$ cat src/rtl/path_delay_meter_if.sv
// Host-side bundle of the path delay meter: run control and the result handshake.
// The meter connects through the slave modport; the host readout logic connects through master.
interface path_delay_meter_if #(
  parameter int CNT_W    = 16,
  parameter int TRIALS_W = 8
);
  logic                      start;
  logic [TRIALS_W-1:0]       trials;
  logic                      busy;
  logic                      result_valid;
  logic                      result_ready;
  logic [CNT_W+TRIALS_W-1:0] delay_sum;
  logic [CNT_W-1:0]          delay_min;
  logic [CNT_W-1:0]          delay_max;
  logic [TRIALS_W-1:0]       trials_done;
  logic                      timeout_err;

  modport master (
    output start, trials, result_ready,
    input  busy, result_valid, delay_sum, delay_min, delay_max, trials_done, timeout_err
  );

  modport slave (
    input  start, trials, result_ready,
    output busy, result_valid, delay_sum, delay_min, delay_max, trials_done, timeout_err
  );
endinterface

$ cat src/rtl/path_delay_meter.sv
// Launches alternating transitions into a delay path and times their arrival through a
// synchronizer, accumulating sum/min/max of the per-trial delay for the host.
module path_delay_meter #(
  parameter int CNT_W         = 16,
  parameter int TRIALS_W      = 8,
  parameter int SYNC_STAGES   = 2,
  parameter int SETTLE_CYCLES = 64,
  parameter int TIMEOUT       = 1024
) (
  input  logic                clk,
  input  logic                rst_n,
  path_delay_meter_if.slave   host,
  output logic                path_launch,
  input  logic                path_capture
);

  localparam int SUM_W    = CNT_W + TRIALS_W;
  localparam int SETTLE_W = (SETTLE_CYCLES > 1) ? $clog2(SETTLE_CYCLES) : 1;
  localparam logic [SETTLE_W-1:0] SETTLE_LAST = SETTLE_W'(SETTLE_CYCLES - 1);
  localparam logic [CNT_W-1:0]    TIMEOUT_C   = CNT_W'(TIMEOUT);

  localparam logic [2:0] S_IDLE    = 3'd0;
  localparam logic [2:0] S_SETTLE  = 3'd1;
  localparam logic [2:0] S_LAUNCH  = 3'd2;
  localparam logic [2:0] S_MEASURE = 3'd3;
  localparam logic [2:0] S_ACCUM   = 3'd4;
  localparam logic [2:0] S_DONE    = 3'd5;

  function automatic logic [CNT_W-1:0] min_of(input logic [CNT_W-1:0] a,
                                               input logic [CNT_W-1:0] b);
    return (a < b) ? a : b;
  endfunction

  function automatic logic [CNT_W-1:0] max_of(input logic [CNT_W-1:0] a,
                                               input logic [CNT_W-1:0] b);
    return (a > b) ? a : b;
  endfunction

  logic [2:0]             state;
  logic [SETTLE_W-1:0]    settle_cnt;
  logic [CNT_W-1:0]       cnt;
  logic [TRIALS_W-1:0]    trials_lat;
  logic [TRIALS_W-1:0]    trials_done_r;
  logic [TRIALS_W-1:0]    trials_next;
  logic [SUM_W-1:0]       delay_sum_r;
  logic [CNT_W-1:0]       delay_min_r;
  logic [CNT_W-1:0]       delay_max_r;
  logic                   busy_r;
  logic                   result_valid_r;
  logic                   timeout_err_r;
  logic [SYNC_STAGES-1:0] sync_p;
  logic                   target;
  logic                   match;

  // Capture synchronizer: path_capture is asynchronous to clk
  always_ff @(posedge clk or negedge rst_n) begin
    if (!rst_n) begin
      sync_p <= '0;
    end else begin
      sync_p <= {sync_p[SYNC_STAGES-2:0], path_capture};
    end
  end

  // Even trials launch rising, odd trials falling; the completed-trial count picks the level
  assign target      = ~trials_done_r[0];
  assign match       = (sync_p[SYNC_STAGES-1] == target);
  assign trials_next = trials_done_r + TRIALS_W'(1);

  always_ff @(posedge clk or negedge rst_n) begin
    if (!rst_n) begin
      state          <= S_IDLE;
      settle_cnt     <= '0;
      cnt            <= '0;
      trials_lat     <= '0;
      trials_done_r  <= '0;
      delay_sum_r    <= '0;
      delay_min_r    <= '1;
      delay_max_r    <= '0;
      busy_r         <= 1'b0;
      result_valid_r <= 1'b0;
      timeout_err_r  <= 1'b0;
      path_launch    <= 1'b0;
    end else begin
      case (state)
        S_IDLE: begin
          if (host.start) begin
            trials_lat    <= host.trials;
            trials_done_r <= '0;
            delay_sum_r   <= '0;
            delay_min_r   <= '1;
            delay_max_r   <= '0;
            timeout_err_r <= 1'b0;
            settle_cnt    <= '0;
            if (host.trials == '0) begin
              state          <= S_DONE;
              result_valid_r <= 1'b1;
            end else begin
              state  <= S_SETTLE;
              busy_r <= 1'b1;
            end
          end
        end

        S_SETTLE: begin
          // Park the path at the pre-launch level; after a timeout it may be left opposite
          path_launch <= trials_done_r[0];
          if (settle_cnt == SETTLE_LAST) begin
            state <= S_LAUNCH;
          end else begin
            settle_cnt <= settle_cnt + SETTLE_W'(1);
          end
        end

        S_LAUNCH: begin
          path_launch <= target;
          cnt         <= '0;
          state       <= S_MEASURE;
        end

        S_MEASURE: begin
          // cnt already holds the edge count at which the last stage took the target level
          if (match) begin
            state <= S_ACCUM;
          end else if (cnt == TIMEOUT_C) begin
            timeout_err_r  <= 1'b1;
            busy_r         <= 1'b0;
            result_valid_r <= 1'b1;
            state          <= S_DONE;
          end else begin
            cnt <= cnt + CNT_W'(1);
          end
        end

        S_ACCUM: begin
          delay_sum_r   <= delay_sum_r + SUM_W'(cnt);
          delay_min_r   <= min_of(delay_min_r, cnt);
          delay_max_r   <= max_of(delay_max_r, cnt);
          trials_done_r <= trials_next;
          settle_cnt    <= '0;
          if (trials_next == trials_lat) begin
            busy_r         <= 1'b0;
            result_valid_r <= 1'b1;
            state          <= S_DONE;
          end else begin
            state <= S_SETTLE;
          end
        end

        S_DONE: begin
          if (host.result_ready) begin
            result_valid_r <= 1'b0;
            state          <= S_IDLE;
          end
        end

        default: begin
          state          <= S_IDLE;
          busy_r         <= 1'b0;
          result_valid_r <= 1'b0;
        end
      endcase
    end
  end

  assign host.busy         = busy_r;
  assign host.result_valid = result_valid_r;
  assign host.delay_sum    = delay_sum_r;
  assign host.delay_min    = delay_min_r;
  assign host.delay_max    = delay_max_r;
  assign host.trials_done  = trials_done_r;
  assign host.timeout_err  = timeout_err_r;

endmodule

$ cat src/flat_wrapper.sv
// flat-port wrapper written by rule: the top's interface ports become plain ports
module path_delay_meter_flat 
#(
  parameter int CNT_W         = 16,
  parameter int TRIALS_W      = 8,
  parameter int SYNC_STAGES   = 2,
  parameter int SETTLE_CYCLES = 64,
  parameter int TIMEOUT       = 1024
)
  (clk, rst_n, path_launch, path_capture, host_start, host_trials, host_result_ready, host_busy, host_result_valid, host_delay_sum, host_delay_min, host_delay_max, host_trials_done, host_timeout_err);
  path_delay_meter_if #(.CNT_W(CNT_W), .TRIALS_W(TRIALS_W)) host_i ();
  input  logic clk;
  input  logic rst_n;
  output logic path_launch;
  input  logic path_capture;
  input wire logic [$bits(host_i.start)-1:0] host_start;
  input wire logic [$bits(host_i.trials)-1:0] host_trials;
  input wire logic [$bits(host_i.result_ready)-1:0] host_result_ready;
  output wire logic [$bits(host_i.busy)-1:0] host_busy;
  output wire logic [$bits(host_i.result_valid)-1:0] host_result_valid;
  output wire logic [$bits(host_i.delay_sum)-1:0] host_delay_sum;
  output wire logic [$bits(host_i.delay_min)-1:0] host_delay_min;
  output wire logic [$bits(host_i.delay_max)-1:0] host_delay_max;
  output wire logic [$bits(host_i.trials_done)-1:0] host_trials_done;
  output wire logic [$bits(host_i.timeout_err)-1:0] host_timeout_err;
  assign host_i.start = host_start;
  assign host_i.trials = host_trials;
  assign host_i.result_ready = host_result_ready;
  assign host_busy = host_i.busy;
  assign host_result_valid = host_i.result_valid;
  assign host_delay_sum = host_i.delay_sum;
  assign host_delay_min = host_i.delay_min;
  assign host_delay_max = host_i.delay_max;
  assign host_trials_done = host_i.trials_done;
  assign host_timeout_err = host_i.timeout_err;
  path_delay_meter #(.CNT_W(CNT_W), .TRIALS_W(TRIALS_W), .SYNC_STAGES(SYNC_STAGES), .SETTLE_CYCLES(SETTLE_CYCLES), .TIMEOUT(TIMEOUT)) u_core (.clk(clk), .rst_n(rst_n), .host(host_i), .path_launch(path_launch), .path_capture(path_capture));
endmodule
$ cat config.mk
export PLATFORM = sky130hd
export DESIGN_NAME = path_delay_meter_flat
export DESIGN_NICKNAME = d
export VERILOG_FILES = /design/src/rtl/path_delay_meter_if.sv /design/src/rtl/path_delay_meter.sv /design/src/flat_wrapper.sv
export SDC_FILE = /design/constraint.sdc
export NUM_CORES = 1
export LEC_CHECK = 0
export ABC_CLOCK_PERIOD_IN_PS = 2900
export CORE_ASPECT_RATIO = 0.5
export CORE_UTILIZATION = 56
export CTS_CLUSTER_SIZE = 28
export DETAILED_ROUTE_END_ITERATION = 7
export PLACE_DENSITY_LB_ADDON = 0.08
export RECOVER_POWER = 50
export SKIP_CTS_REPAIR_TIMING = 1
export SYNTH_ARGS = -nofsm -noshare
export SYNTH_HDL_FRONTEND = slang
export SYNTH_SLANG_ARGS = --single-unit
$ cat constraint.sdc
create_clock -name clk -period 2.9 [get_ports clk]
set_input_delay 0.435 -clock clk [delete_from_list [all_inputs] [get_ports clk]]
set_output_delay 0.435 -clock clk [all_outputs]
set_load 0.02 [all_outputs]
==> results of run 1 <==
-- cells in the mapped netlist, drive strengths merged (9+ instances only) --
cell type  number
xnor2          29
nand2          80
o22a           16
inv            26
a21oi          28
a21o           14
clkbuf         19
and3           12
nand3          24
dfrtp          87
o21ai          43
a22o           16
ha             51
nor2           37
xor2           15
mux2i           9
dfstp          16
nand4          20
-- kinds of logic (layout without fill, tap and decap cells) --
logic type,after synthesis,after routing,synth area share [%]
buffers and inverters,52,143,3.98
adder cells (fa/ha/maj),52,52,10.7
XOR/XNOR,44,44,6.29
flip-flops,103,103,42.4
AND/OR/NAND/NOR,214,214,17.0
AO/OA/AOI/OAI,161,161,18.1
multiplexers,9,9,1.47
-- metal layers --
| layer | vias to the layer above | global-route usage [%] |
|---|---|---|
| li1 | 2461 | - |
| met1 | 2479 | 42.9 |
| met2 | 149 | 42.2 |
| met3 | 23 | 5.42 |
| met4 | 0 | 7.27 |
| met5 | - | 0 |
-- metrics by stage --
step | util [%] | instances
after floorplan | - | 635
after global placement | 68.4 | 850
after detailed placement | 68.4 | 850
after CTS | 71.7 | 866
after global routing | 71.6 | 866
final | 71.6 | 866
-- power by group through the flow --
stage / registers, uW / clock network, uW / logic, uW
floorplan: 2260 / 0 / 1350
global placement: 2130 / 0 / 2250
detailed placement: 2140 / 0 / 2310
CTS: 2120 / 1390 / 2330
global route: 2160 / 1450 / 2570
finish: 2120 / 1370 / 2320
-- path summary, 6_finish.rpt --
| check | startpoint | endpoint |
|---|---|---|
| max | u_core.host.delay_sum[0]$_DFFE_PN0P_ | u_core.host.delay_sum[22]$_DFFE_PN0P_ |
| min | u_core.sync_p[0]$_DFF_PN0_ | u_core.sync_p[1]$_DFF_PN0_ |
| min in group asynchronous | rst_n | u_core.host.delay_sum[13]$_DFFE_PN0P_ |
| max in group asynchronous | rst_n | u_core.state[2]$_DFFE_PN0P_ |
| min reg2reg | u_core.sync_p[0]$_DFF_PN0_ | u_core.sync_p[1]$_DFF_PN0_ |
| max reg2reg | u_core.host.delay_sum[0]$_DFFE_PN0P_ | u_core.host.delay_sum[22]$_DFFE_PN0P_ |
-- sequential cells by signal, summed over array words and instances, names as in the netlist, 2 cells and up --
name                     flops
u_core.host.trials_done      8
u_core.trials_lat            8
u_core.state                 3
u_core.host.delay_min       16
u_core.host.delay_max       16
u_core.cnt                  16
u_core.host.delay_sum       24
u_core.settle_cnt            6
u_core.sync_p                2
-- critical path: stages (launching register included) --
cell and delay [ns]:
dfrtp_1 0.40, ha_1 0.25, fa_1 0.45, a211oi_2 0.29
nor4_1 0.10, nor2_1 0.19, a21boi_0 0.20, o31ai_2 0.40
a21boi_0 0.18, mux2i_1 0.15
-- area by class of cell --
class                      count  area share, %
sequential                   103           34.9
timing repair buffer         101           12.7
clock buffer                  12           3.58
inverter                      26           1.31
tap                          140           2.35
clock inverter                 4           1.02
multi-input combinational    480           44.2
==> flow_summary_export.csv, run 1 <==
group,metric,value,unit
power,pwr-share-clk,23.6,%
placed_design,post-place-ws,0.0383,ns
worst_hold_path,hp-class,"reg -> reg",
finish,diodes,0,
floorplanning,num_rows,26,
timing,finalMaxSlewViolations,0,
clocking,clock-sinks,103,
timing,period_needed,2.72,ns
drt,avgViaCountPerCell,5.90,
timing,hold_violations,0,
worst_setup_path,required,3.13,ns
floorplanning,core,10400,um2
yosys,synth_top_cell_by_area,"dfrtp_1",
worst_setup_path,worstSetupPathType,"reg -> reg",
worst_setup_path,r2r_slack,0.18,ns
grt,antenna_found_initial,0,
yosys,synth_top_area_share,35.6,%
clocking,clock_insertion_delay_worst_skew,0.35,ns
yosys,syn_avg_cell_area,9.64,um2
placed_design,placed_area,7120,um2
yosys,ys_types,58,
floorplanning,start_util,58.8,%
yosys,async_reset_ff_share,100,%
finish,final_common_cell,"dfrtp_1",
timing,rsz0062_at_grt,"false",
grt,first_global_vias,4904,
yosys,synth_area_leaders,"dfrtp_1, ha_1, dfstp_2, nand2_1, xnor2_1",
drt,first_pass_iters,5,
timing,tightestPinTransition,1.30,ns
yosys,synth_edf_count,0,
drt,drt-total-wl,15000,um
yosys,ys_ff_latch,103,
grt,grt.total_usage,28.6,%
drt,wl_met2,6470,um
yosys,synth_fp_nets,700,
clocking,numCtsBuffers,9,
drt,wl_per_cell,17.3,um
worst_setup_path,critPathCaptureType,"flop",
worst_setup_path,cp-start-kind,"flop",
drt,top_layer,"met4",
timing,setup_viol,0,
power,total_power,5810,uW
timing,fin_skew,0.00871,ns
finish,most-common-layout-cells,"dfrtp_1, nand2_1, ha_1",
timing,setup_ws,0.179,ns
finish,drive_gt1_share,10.9,%
finish,final_nets,786,
clocking,cts_tree,"done",
finish,multi_input_area,3290,um2
timing,maxSlewHeadroom,13.5,%
drt,ant_nets,0,
floorplanning,io_pins,81,
clocking,path_clk_slew,0.07,ns
worst_setup_path,critPathMaxFanout,4,
power,seqPwrFrac,36.5,%
drt,wl_met3,832,um
drt,wl_met1,7470,um
worst_hold_path,hold_path_depth,0,
power,power_frac_comb,39.9,%
floorplanning,die_area,11400,um2
power,p_sw_share,37.4,%
finish,area_growth,21.6,%
drt,drt-initial-drc-count,307,
run_status,status,"complete, no violations",
clocking,cts_buffer_depth,2,
floorplanning,die_h,75.9,um
grt,grt_pass1_wl,25600,um
timing,timing.hold.ws,0.348,ns
power,ir_drop,0.426,mV
timing,max_freq,368,MHz
placed_design,hpwlAfterDp,11100,um
finish,num-fill-cells,825,
timing,finalCritPeriodShare,93.8,%
placed_design,numPortBuffers,80,
worst_setup_path,r2r_cells,9,
timing,finalSetupTns,0,ns
yosys,yosys_warnings,0,
grt,grt_start_max_net_pins,52,
drt,drcViolationCount,0,
drt,vias,5112,
worst_setup_path,worstPathArrival,2.95,ns
floorplanning,die_w,150,um
placed_design,gpl.final_weighted_congestion,0.904,
job,maxCapViolCount,0,
grt,grt-ovfl-total,0,
yosys,synth_area,6120,um2
power,p_int,3630,uW
clocking,htree_levels,3,
yosys,ys.flop_type,"dfrtp_1",
yosys,netlist_instances,635,
power,p_leak,0.00344,uW
finish,postLayoutCellArea,7450,um2
power,p_sw,2170,uW
yosys,seq_area_frac_synth,42.4,%
power,power_density,780,nW/um2
clocking,cts-root-buf,"clkbuf_16",
finish,regArea,2600,um2
(Power assumes the default switching activity.)
==> inputs of run 2 (changes only) <==
Settings changed: CORE_MARGIN set to 3.
==> run 2 against run 1 <==
  * Final cell count grew 1.7%
  * Setup slack gained 0.00079 ns
  * Critical path depth is the same
  * Clock-buffer cell count shrank 1
  * Non-clock buffer count grew 15
  * Global-route usage shrank 1.5 points
  * Sequential power shrank 2%
  * Fmax is essentially flat
  * Sequential cell count is the same
==> flow_summary_export.csv, run 2 (synthesis gave the netlist of run 1 again) <==
group,metric,value,unit
run_status,status,"complete, no violations",
grt,first_global_vias,5066,
drt,drt-initial-drc-count,349,
clocking,clock-sinks,103,
worst_setup_path,r2r_start,"u_core.host.delay_sum[0]$_DFFE_PN0P_",
worst_setup_path,cp-start-kind,"flop",
grt,grt.total_usage,27.1,%
timing,tightestPinTransition,1.42,ns
power,power_frac_comb,42.4,%
finish,final_common_cell,"dfrtp_1",
timing,finalCritPeriodShare,93.8,%
worst_setup_path,crit_start,"u_core.host.delay_sum[0]$_DFFE_PN0P_",
power,seqPwrFrac,37.0,%
drt,wl_per_cell,18.2,um
drt,avgViaCountPerCell,5.98,
worst_hold_path,hp-class,"in -> async",
floorplanning,core,10400,um2
power,p_sw,2180,uW
timing,setup_viol,0,
worst_setup_path,r2r_slack,0.18,ns
power,p_sw_share,38.9,%
worst_setup_path,crit_path_max_incr_delay,0.46,ns
floorplanning,start_util,58.6,%
drt,first_pass_iters,5,
placed_design,numPortBuffers,80,
floorplanning,num_rows,26,
finish,largest_reg_flops,24,
worst_setup_path,critPathCaptureType,"flop",
timing,period_needed,2.72,ns
power,p_int,3430,uW
finish,area_growth,22.5,%
worst_setup_path,cpLargestDelayFamily,"compound AO/OA/AOI/OAI gates",
finish,finish.utilization,71.8,%
clocking,clock_insertion_delay_worst_skew,0.36,ns
grt,grt_start_max_net_pins,57,
placed_design,post-place-ws,-0.0174,ns
clocking,numCtsBuffers,9,
clocking,cts-root-buf,"clkbuf_16",
finish,diodes,0,
placed_design,place_inst,864,
grt,grt-ovfl-total,0,
finish,layout.cells.non_filler,881,
floorplanning,die_w,154,um
worst_setup_path,required,3.13,ns
drt,vias,5268,
worst_setup_path,cpMaxStageDelayCell,"fa_1",
power,power_density,748,nW/um2
finish,drive_gt1_share,12.6,%
grt,antenna_found_initial,0,
power,total_power,5610,uW
timing,maxSlewHeadroom,5.37,%
worst_setup_path,crit_chain,"ha_1 > fa_1 > a211oi_2 > nor4_1 > nor2_1 > a21boi_1 > o31ai_2 > a21boi_0 > mux2i_1",
grt,grt_pass1_wl,26300,um
drt,drcViolationCount,0,
timing,fin_skew,0.0113,ns
finish,num-fill-cells,810,
finish,final_nets,801,
timing,timing.hold.ws,0.314,ns
job,maxCapViolCount,0,
timing,max_freq,368,MHz
worst_setup_path,worst-path-buf-inv,0,
drt,ant_nets,0,
finish,most-common-layout-cells,"dfrtp_1, nand2_1, clkdlybuf4s50_1",
clocking,path_clk_slew,0.07,ns
floorplanning,die_area,12300,um2
worst_setup_path,worstSetupPathType,"reg -> reg",
clocking,cts_tree,"done",
clocking,cts_buffer_depth,2,
drt,drt-total-wl,16000,um
power,ir_drop,0.461,mV
placed_design,hpwlAfterDp,11700,um
floorplanning,io_pins,81,
placed_design,gpl.final_weighted_congestion,0.912,
timing,hold_violations,0,
clocking,htree_levels,3,
worst_setup_path,critPathMaxFanout,4,
floorplanning,die_h,79.9,um
power,pwr-share-clk,20.6,%
timing,finalMaxSlewViolations,0,
worst_setup_path,worstPathArrival,2.95,ns
power,p_leak,0.00346,uW
timing,setup_ws,0.180,ns
==> run 2: cell type report <==
class	count	area, um2	share of cell area, %
multi-input combinational	480	3290	43.9
sequential	103	2600	34.6
timing repair buffer	116	1060	14.2
clock buffer	11	243	3.24
tap	140	175	2.34
inverter	26	97.6	1.30
clock inverter	5	33.8	0.450
==> run 2: final timing paths <==
check,endpoint,cells past startpoint
min in group clk,u_core.sync_p[1]$_DFF_PN0_,0
worst max-delay path,u_core.host.delay_sum[20]$_DFFE_PN0P_,9
max in group asynchronous,u_core.cnt[8]$_DFFE_PN0P_,2
worst min register to register,u_core.sync_p[1]$_DFF_PN0_,0
worst min-delay path,u_core.host.delay_sum[13]$_DFFE_PN0P_,1
worst max register to register,u_core.host.delay_sum[20]$_DFFE_PN0P_,9
==> run 2: stage by stage <==
step,cell area [um2],setup TNS [ns]
4_1_cts,7500,-0.215
3_3_place_gp,7230,0
6_report,7500,0
3_5_place_dp,7230,-0.0328
5_1_grt,7500,-0.00792
2_1_floorplan,6120,0
==> run 2: metal layers <==
metal / vias to the layer above / share of wire, % / global-route usage [%]
met1: 2561 / 48 / 39.8
li1: 2501 / - / -
met5: - / 0 / 0
met3: 16 / 6.9 / 5.63
met4: 0 / 1.0 / 6.87
met2: 190 / 44 / 41.2
==> run 2: power groups by stage <==
stage / clock, uW / sequential, uW / combinational (uW)
after floorplan: 0 / 2260 / 1350
after global placement: 0 / 2100 / 2310
after detailed placement: 0 / 2100 / 2370
after CTS: 1180 / 2080 / 2400
after global routing: 1230 / 2120 / 2630
final: 1160 / 2080 / 2380
==> inputs of run 3 (changes only) <==
Settings changed: CORE_UTILIZATION 56 to 55.
==> run 3 against run 2 <==
  * Sequential share of layout area is 0.47 points higher
  * Sequential cell count is the same
  * Utilization decreased by 1.4 points
  * Cell area fell by 1.3%
  * Sequential power up 3%
  * Register-to-register slack improved by 0.02 ns
  * Clock skew fell by 0.0038 ns
  * Setup slack better by 0.021 ns
  * First-iteration DRC count stayed put
  * Routed wire length fell by 4.8%
  * Critical path depth did not move
==> flow_summary_export.csv, run 3 (synthesis gave the netlist of run 1 again) <==
group,metric,value,unit
timing,period_needed,2.70,ns
floorplanning,num_rows,26,
floorplanning,core,10500,um2
finish,final_common_cell,"dfrtp_1",
clocking,numCtsBuffers,9,
worst_setup_path,reg2reg_to,"u_core.host.delay_min[1]$_DFFE_PN1P_",
worst_setup_path,r2r_slack,0.20,ns
timing,hold_violations,0,
drt,first_pass_iters,5,
timing,rsz0062_at_grt,"false",
worst_hold_path,hp-class,"in -> async",
floorplanning,start_util,58.3,%
timing,maxSlewHeadroom,19.2,%
drt,avgViaCountPerCell,5.96,
placed_design,place_inst,847,
timing,timing.hold.ws,0.321,ns
power,ir_drop,0.385,mV
timing,fin_skew,0.00750,ns
drt,vias,5140,
timing,setup_viol,0,
clocking,cts_buffer_depth,2,
finish,num-fill-cells,830,
worst_setup_path,cp-start-kind,"flop",
timing,tightestPinTransition,1.21,ns
floorplanning,die_h,80.6,um
floorplanning,io_pins,81,
finish,final_nets,783,
grt,grt_pass1_wl,25500,um
clocking,clock_insertion_delay_worst_skew,0.35,ns
finish,drive_gt1_share,10.2,%
placed_design,placed_area,7100,um2
grt,grt_start_max_net_pins,49,
drt,ant_nets,0,
worst_setup_path,crit_start,"u_core.cnt[9]$_DFFE_PN0P_",
power,power_density,773,nW/um2
drt,drt-initial-drc-count,349,
floorplanning,die_w,155,um
placed_design,hpwlAfterDp,11200,um
power,p_leak,0.00341,uW
clocking,htree_levels,3,
finish,area_growth,20.8,%
finish,layout.cells.non_filler,863,
clocking,path_clk_slew,0.07,ns
worst_setup_path,worstSetupPathType,"reg -> reg",
placed_design,gpl.final_weighted_congestion,0.904,
drt,wl_per_cell,17.7,um
timing,finalCritPeriodShare,93.1,%
clocking,cts_tree,"done",
worst_setup_path,r2r_cells,9,
worst_setup_path,worstPathArrival,2.99,ns
placed_design,numPortBuffers,80,
timing,max_freq,371,MHz
finish,diodes,0,
finish,largest_reg_flops,24,
floorplanning,die_area,12500,um2
grt,antenna_found_initial,0,
grt,grt-ovfl-total,0,
clocking,clock-sinks,103,
drt,drcViolationCount,0,
worst_setup_path,crit_end,"u_core.host.delay_min[1]$_DFFE_PN1P_",
worst_setup_path,critPathMaxFanout,16,
worst_setup_path,r2r_start,"u_core.cnt[9]$_DFFE_PN0P_",
finish,most-common-layout-cells,"dfrtp_1, nand2_1, ha_1",
finish,postLayoutCellArea,7400,um2
grt,first_global_vias,4896,
grt,grt.total_usage,25.7,%
worst_setup_path,required,3.19,ns
timing,finalMaxSlewViolations,0,
clocking,cts-root-buf,"clkbuf_16",
worst_setup_path,critPathCaptureType,"flop",
timing,finalSetupTns,0,ns
job,maxCapViolCount,0,
run_status,status,"complete, no violations",
drt,drt-total-wl,15300,um
## run 3: worst max-delay path, stage by stage, from the launching register on
cell and delay (ns):
dfrtp_1 0.45, inv_1 0.14, ha_1 0.31, a21o_1 0.16
a21o_1 0.18, a221o_1 0.37, a2111oi_2 0.36, o31a_2 0.23
nand2b_4 0.25, o22a_2 0.19
## run 3: layout make-up
type / instances / area (um2) / area share [%]
tap: 140 / 175 / 2.37
clock inverter: 4 / 70.1 / 0.947
timing repair buffer: 98 / 921 / 12.4
multi-input combinational: 480 / 3290 / 44.5
sequential: 103 / 2600 / 35.1
inverter: 26 / 97.6 / 1.32
clock buffer: 12 / 246 / 3.33
## run 3: metal layers
layer | share of wire, % | GRT usage (%) | vias up
met4 | 0.88 | 5.24 | 0
met1 | 48 | 37.2 | 2503
met2 | 44 | 39.4 | 160
li1 | - | - | 2465
met3 | 7.1 | 6.35 | 12
met5 | 0 | 0 | -
## run 3: power breakdown
part | leakage, uW | switching, uW | total (uW) | internal, uW
Combinational | 0.00191 | 1270 | 2280 | 1010
Clock | 0.000157 | 529 | 1310 | 778
Sequential | 0.00135 | 345 | 2140 | 1790
## run 3: metrics by stage
step	power (uW)	worst slack [ns]	utilization [%]
floorplan	3610	0.362	-
global route	6110	0.00416	70.4
detailed placement	4440	0.0589	67.6
global placement	4370	0.147	67.6
CTS	5770	0.0134	70.6
finish	5720	0.201	70.4
## run 3: worst min path at each step
| stage | start | endpoint | slack, ns |
|---|---|---|---|
| after CTS | rst_n | u_core.host.delay_sum[14]$_DFFE_PN0P_ | 0.12 |
| after detailed placement | u_core.sync_p[0]$_DFF_PN0_ | u_core.sync_p[1]$_DFF_PN0_ | 0.34 |
| final | rst_n | u_core.host.delay_sum[14]$_DFFE_PN0P_ | 0.32 |
| after floorplan | rst_n | u_core.cnt[0]$_DFFE_PN0P_ | 0.14 |
| after global routing | u_core.sync_p[0]$_DFF_PN0_ | u_core.sync_p[1]$_DFF_PN0_ | 0.36 |
| after global placement | u_core.sync_p[0]$_DFF_PN0_ | u_core.sync_p[1]$_DFF_PN0_ | 0.34 |
